File: config.mk
export PLATFORM = sky130hd
export DESIGN_NAME = vga_scan_gen
export DESIGN_NICKNAME = d
export VERILOG_FILES = /design/src/rtl/vga_pkg.sv /design/src/rtl/mod_counter.sv /design/src/rtl/vga_scan_gen.sv
export SDC_FILE = /design/constraint.sdc
export NUM_CORES = 1
export LEC_CHECK = 0
export ABC_AREA = 0
export BUFFER_PORTS_ARGS = -buffer_cell sky130_fd_sc_hd__buf_2
export CORE_ASPECT_RATIO = 0.5
export CORE_MARGIN = 1.5
export CORE_UTILIZATION = 60
export CTS_BUF_LIST = sky130_fd_sc_hd__clkbuf_8
export CTS_CLUSTER_DIAMETER = 200
export DETAILED_ROUTE_END_ITERATION = 12
export GPL_ROUTABILITY_DRIVEN = 0
export PLACE_DENSITY = 0.82
export SETUP_SLACK_MARGIN = 0.1
export SYNTH_ARGS = -nofsm -noshare
export SYNTH_HDL_FRONTEND = slang
export SYNTH_HIERARCHICAL = 1
export SYNTH_SLANG_ARGS = --single-unit
File: constraint.sdc
create_clock -name pixel_clock -period 3.79 [get_ports pixel_clock]
set_input_delay 0.758 -clock pixel_clock [delete_from_list [all_inputs] [get_ports pixel_clock]]
set_output_delay 0.758 -clock pixel_clock [all_outputs]
set_load 0.1 [all_outputs]
File: src/rtl/vga_pkg.sv
// 640x480@60 raster timing constants and shared widths for the VGA scan generator.
package vga_pkg;
    localparam int DEF_H_VISIBLE = 640;
    localparam int DEF_H_FRONT   = 16;
    localparam int DEF_H_SYNC    = 96;
    localparam int DEF_H_BACK    = 48;
    localparam int DEF_H_TOTAL   = DEF_H_VISIBLE + DEF_H_FRONT + DEF_H_SYNC + DEF_H_BACK;

    localparam int DEF_V_VISIBLE = 480;
    localparam int DEF_V_FRONT   = 10;
    localparam int DEF_V_SYNC    = 2;
    localparam int DEF_V_BACK    = 33;
    localparam int DEF_V_TOTAL   = DEF_V_VISIBLE + DEF_V_FRONT + DEF_V_SYNC + DEF_V_BACK;

    localparam int CNT_W  = 10;  // raster counters and pixel coordinates
    localparam int FCNT_W = 8;   // frame divider counter
endpackage

File: src/rtl/mod_counter.sv
// Modulo-MAX counter with enable; wrap_o pulses in the enabled cycle that returns to 0.
module mod_counter #(
    parameter int MAX = 800,
    parameter int W   = 10
) (
    input  logic         clk_i,
    input  logic         rst_n_i,
    input  logic         en_i,
    output logic [W-1:0] cnt_o,
    output logic         wrap_o
);
    localparam logic [W-1:0] LAST = W'(MAX - 1);

    logic [W-1:0] cnt_q, cnt_d;

    assign wrap_o = en_i && (cnt_q == LAST);
    assign cnt_o  = cnt_q;

    always_comb begin
        cnt_d = cnt_q;
        if (en_i) begin
            cnt_d = (cnt_q == LAST) ? '0 : cnt_q + 1'b1;
        end
    end

    always_ff @(posedge clk_i) begin
        if (!rst_n_i) cnt_q <= '0;
        else          cnt_q <= cnt_d;
    end
endmodule

File: src/rtl/vga_scan_gen.sv
// VGA raster/sync generator with a per-frame latched box overlay and a frame-divided
// animation level. Every output is registered one cycle behind the counters.
module vga_scan_gen
    import vga_pkg::*;
#(
    parameter int H_VISIBLE = DEF_H_VISIBLE,
    parameter int H_FRONT   = DEF_H_FRONT,
    parameter int H_SYNC    = DEF_H_SYNC,
    parameter int H_BACK    = DEF_H_BACK,
    parameter int V_VISIBLE = DEF_V_VISIBLE,
    parameter int V_FRONT   = DEF_V_FRONT,
    parameter int V_SYNC    = DEF_V_SYNC,
    parameter int V_BACK    = DEF_V_BACK,
    parameter int BOX_SIZE  = 16,
    parameter int FRAME_DIV = 30
) (
    input  logic             pixel_clock,
    input  logic             reset_n,
    input  logic [CNT_W-1:0] box_x,
    input  logic [CNT_W-1:0] box_y,
    output logic             hsync,
    output logic             vsync,
    output logic             video_on,
    output logic [CNT_W-1:0] pixel_x,
    output logic [CNT_W-1:0] pixel_y,
    output logic             show,
    output logic             frame_start,
    output logic             fsm_clock
);
    localparam int H_TOTAL = H_VISIBLE + H_FRONT + H_SYNC + H_BACK;
    localparam int V_TOTAL = V_VISIBLE + V_FRONT + V_SYNC + V_BACK;

    localparam logic [CNT_W-1:0]  HV     = CNT_W'(H_VISIBLE);
    localparam logic [CNT_W-1:0]  HS_BEG = CNT_W'(H_VISIBLE + H_FRONT);
    localparam logic [CNT_W-1:0]  HS_END = CNT_W'(H_VISIBLE + H_FRONT + H_SYNC);
    localparam logic [CNT_W-1:0]  VV     = CNT_W'(V_VISIBLE);
    localparam logic [CNT_W-1:0]  VS_BEG = CNT_W'(V_VISIBLE + V_FRONT);
    localparam logic [CNT_W-1:0]  VS_END = CNT_W'(V_VISIBLE + V_FRONT + V_SYNC);
    localparam logic [CNT_W:0]    BOX_W  = (CNT_W + 1)'(BOX_SIZE);
    localparam logic [FCNT_W-1:0] FDIV_LAST = FCNT_W'(FRAME_DIV - 1);

    logic [CNT_W-1:0] h_cnt, v_cnt;
    logic             h_wrap, v_wrap_unused;

    mod_counter #(.MAX(H_TOTAL), .W(CNT_W)) u_hcnt (
        .clk_i   (pixel_clock),
        .rst_n_i (reset_n),
        .en_i    (1'b1),
        .cnt_o   (h_cnt),
        .wrap_o  (h_wrap)
    );

    mod_counter #(.MAX(V_TOTAL), .W(CNT_W)) u_vcnt (
        .clk_i   (pixel_clock),
        .rst_n_i (reset_n),
        .en_i    (h_wrap),
        .cnt_o   (v_cnt),
        .wrap_o  (v_wrap_unused)
    );

    logic [CNT_W-1:0]  bx_q, by_q, bx_d, by_d;
    logic [FCNT_W-1:0] fcnt_q, fcnt_d;
    logic              fsm_q, fsm_d;
    logic              hsync_q, vsync_q, vid_q, show_q, fs_q;
    logic [CNT_W-1:0]  px_q, py_q;
    logic              at_origin, vis, in_box;

    // At (0,0) the box input is used directly so the first pixel already sees the new frame's box.
    always_comb begin
        at_origin = (h_cnt == '0) && (v_cnt == '0);
        vis       = (h_cnt < HV) && (v_cnt < VV);
        bx_d      = at_origin ? box_x : bx_q;
        by_d      = at_origin ? box_y : by_q;
        // 11-bit compare: bx+BOX_SIZE cannot wrap, and vis clips at the visible edge
        in_box    = ({1'b0, h_cnt} >= {1'b0, bx_d}) && ({1'b0, h_cnt} < {1'b0, bx_d} + BOX_W) &&
                    ({1'b0, v_cnt} >= {1'b0, by_d}) && ({1'b0, v_cnt} < {1'b0, by_d} + BOX_W);
        fcnt_d    = fcnt_q;
        fsm_d     = fsm_q;
        if (at_origin) begin
            if (fcnt_q == FDIV_LAST) begin
                fcnt_d = '0;
                fsm_d  = ~fsm_q;
            end else begin
                fcnt_d = fcnt_q + 1'b1;
            end
        end
    end

    always_ff @(posedge pixel_clock) begin
        if (!reset_n) begin
            hsync_q <= 1'b1;
            vsync_q <= 1'b1;
            vid_q   <= 1'b0;
            px_q    <= '0;
            py_q    <= '0;
            show_q  <= 1'b0;
            fs_q    <= 1'b0;
            fsm_q   <= 1'b0;
            fcnt_q  <= '0;
            bx_q    <= '0;
            by_q    <= '0;
        end else begin
            hsync_q <= !((h_cnt >= HS_BEG) && (h_cnt < HS_END));
            vsync_q <= !((v_cnt >= VS_BEG) && (v_cnt < VS_END));
            vid_q   <= vis;
            px_q    <= vis ? h_cnt : '0;
            py_q    <= vis ? v_cnt : '0;
            show_q  <= vis && in_box;
            fs_q    <= at_origin;
            fsm_q   <= fsm_d;
            fcnt_q  <= fcnt_d;
            bx_q    <= bx_d;
            by_q    <= by_d;
        end
    end

    assign hsync       = hsync_q;
    assign vsync       = vsync_q;
    assign video_on    = vid_q;
    assign pixel_x     = px_q;
    assign pixel_y     = py_q;
    assign show        = show_q;
    assign frame_start = fs_q;
    assign fsm_clock   = fsm_q;
endmodule

==> summary.md <==
| Metric | Value |
|---|---|
| Status | `finished clean` |
| Clk sink count | `74` |
| Fmax achieved | `0.298 GHz` |
| Vias per inst | `5.55` |
| Unrepaired setup endpoints after global routing | `no` |
| Layout cell share with drive strength beyond 1 | `19.5%` |
| Worst-margin pin slew | `0.679 ns` |
| Fin crit period | `3.36 ns` |
| Latest clock arrival within the worst-skew pair | `0.35 ns` |
| Antenna violations before repair | `0` |
| Most frequent cell on the critical path | `ha_1` |
| FF-to-FF Start | `u_vcnt/cnt_o[1]` |
| CP max stage cell | `dfxtp_1` |
| WP data arrival | `3.63 ns` |
| Postcts setup bufs | `0` |
| Critical Path Fanout Max | `9` |
| Root Buffer | `clkbuf_8` |
| Reg2reg end | `show` |
| Fin. Hold Viols | `0` |
| Post-route DRC | `0` |
| Synth Cell Area | `3980 sq um` |
| Area grow syn2layout | `14.9%` |
| # rows | `20` |
| Global-route wire length before repair | `14100 um` |
| Pre-antenna DRT Iters | `5` |
| Crit share post-route | `88.7%` |
| Clock skew | `0.00776 ns` |
| Worst Setup Start Kind | `flip-flop` |
| Pleak | `2.09 nW` |
| CTS clk-pin slew, worst paths | `0.07 ns` |
| Crit path from | `u_vcnt/cnt_o[1]` |
| ANT nets after route | `0` |
| Peak VDD IR | `0.199 mV` |
| Setup TNS | `0 ns` |
| Commonest non-fill, non-tap cell in the layout | `dfxtp_1` |
| Max-Cap Viols | `0` |
| Routed via count | `3227` |
| Endpoints failing setup | `0` |
| Final HPWL DP | `6190 um` |
| Most frequent cells in the layout | `dfxtp_1, buf_2, ha_1` |
| Core Area | `6230 sq um` |
| CP Capture Type | `flip-flop` |
| Slew HR | `54.5%` |
| Cts bufs inserted | `9` |
| # IOs | `48` |
| Reg2Reg Depth | `14` |
| Critical path depth | `14` |
| Die W | `118 um` |
| Number of buffers and inverters on the critical path | `1` |
| GRT Residual Overflow | `0` |
| CP delay by family, top | `simple AND/OR/NAND/NOR gates` |
| Mean Syn Cell Area | `9.49 sq um` |
| Pwr per Cell Area | `351 nW/um^2` |
| Crit path largest cell delay | `0.42 ns` |
| DR iter-0 viols | `178` |
| Initial Util | `63.9%` |
| Total Routed Length | `8570 um` |
| Pins Over Slew Limit | `0` |
| Synth warn | `6` |
| Critical path destination | `show` |
| Depth of the CTS H-tree | `3` |
| CP required | `4.06 ns` |
| Pre-CTS setup slack | `0.368 ns` |
| Antenna Cells | `0` |
| Cells after Synth | `420` |
| Largest net degree at the start of global routing | `36` |
| Port bufs | `47` |
| Worst-path cell chain | `nor4_2 > nand3_1 > or2_4 > mux2i_1 > inv_1 > ha_1 > xor2_1 > ha_1 > nand2_1 > nor2_1 > a221o_1 > a31oi_1 > o21ai_0 > a221oi_2` |
| Hold Path Class | `flip-flop to flip-flop` |
| Worst setup margin | `0.430 ns` |
| Overall Global Routing Usage | `25.8%` |
| Die Ht | `60.6 um` |
| Final net count | `549` |
| CP Class | `flip-flop to flip-flop` |
| Wire per inst | `14.8 um` |
| Die area | `7170 sq um` |
| R2R Setup Slk | `0.43 ns` |
| CTS tree | `built` |
| Worst-case clock buffer depth | `2` |
| Number of global-route vias before repair | `2849` |
| Hold path cells | `2` |
## sequential cells by signal (all words and copies together), names as in the netlist
| register | flops |
|---|---|
| u_hcnt/cnt_o | 10 |
| vsync | 1 |
| video_on | 1 |
| show | 1 |
| u_vcnt/cnt_o | 10 |
| bx_q | 10 |
| pixel_y | 10 |
| fsm_clock | 1 |
| fcnt_q | 8 |
| by_q | 10 |
| pixel_x | 10 |
| hsync | 1 |
| frame_start | 1 |
## report_power, final
| group | internal (mW) | switching, mW |
|---|---|---|
| sequential | 0.805 | 0.0194 |
| combinational | 0.112 | 0.155 |
| clock | 0.243 | 0.274 |
## stage by stage
stage	instances	total power, mW	utilization [%]	hold slack [ns]	cell area [sq um]
detailed placement	567	1.10	70.6	0.495	4400
finish	581	1.61	73.4	0.507	4580
global route	581	1.69	73.4	0.532	4580
CTS	581	1.62	73.2	0.505	4560
global placement	567	1.10	70.6	0.485	4400
floorplan	426	1.04	-	0.467	4010
## area by class of cell
type	instances	area, sq um
Clock buffer	10	138
Clock inverter	4	20.0
Fill cell	479	1660
Inverter	15	56.3
Multi-Input combinational cell	327	2410
Sequential cell	74	1480
Tap cell	88	110
Timing Repair Buffer	63	355
## layer usage
metal	track usage, %	share of wire, %	routed length [um]
met1	35.7	48	4150
met2	39.3	43	3720
met3	7.99	7.2	614
met4	8.19	0.96	82
met5	0	0	0
## how the worst min path moves through the flow
| stage | startpoint | slack (ns) | to |
|---|---|---|---|
| final | fcnt_q[1] | 0.51 | fcnt_q[1] |
| after global placement | fcnt_q[1] | 0.48 | fcnt_q[1] |
| after global routing | fcnt_q[1] | 0.53 | fcnt_q[1] |
| after detailed placement | fcnt_q[1] | 0.49 | fcnt_q[1] |
| after floorplan | fcnt_q[1] | 0.47 | fcnt_q[1] |
| after CTS | fcnt_q[1] | 0.50 | fcnt_q[1] |
## worst min-delay path, stage by stage (launching register included)
cell and delay, ns:
dfxtp_1 0.34, nand2_1 0.06, a21boi_0 0.06
## timing repair
| item | 4_1_cts | 5_1_grt |
|---|---|---|
| resized for setup | 0 | 5 |
| setup endpoints to repair | 0 | 1 |
| hold buffers | 0 | 0 |
(Power assumes the default switching activity.)
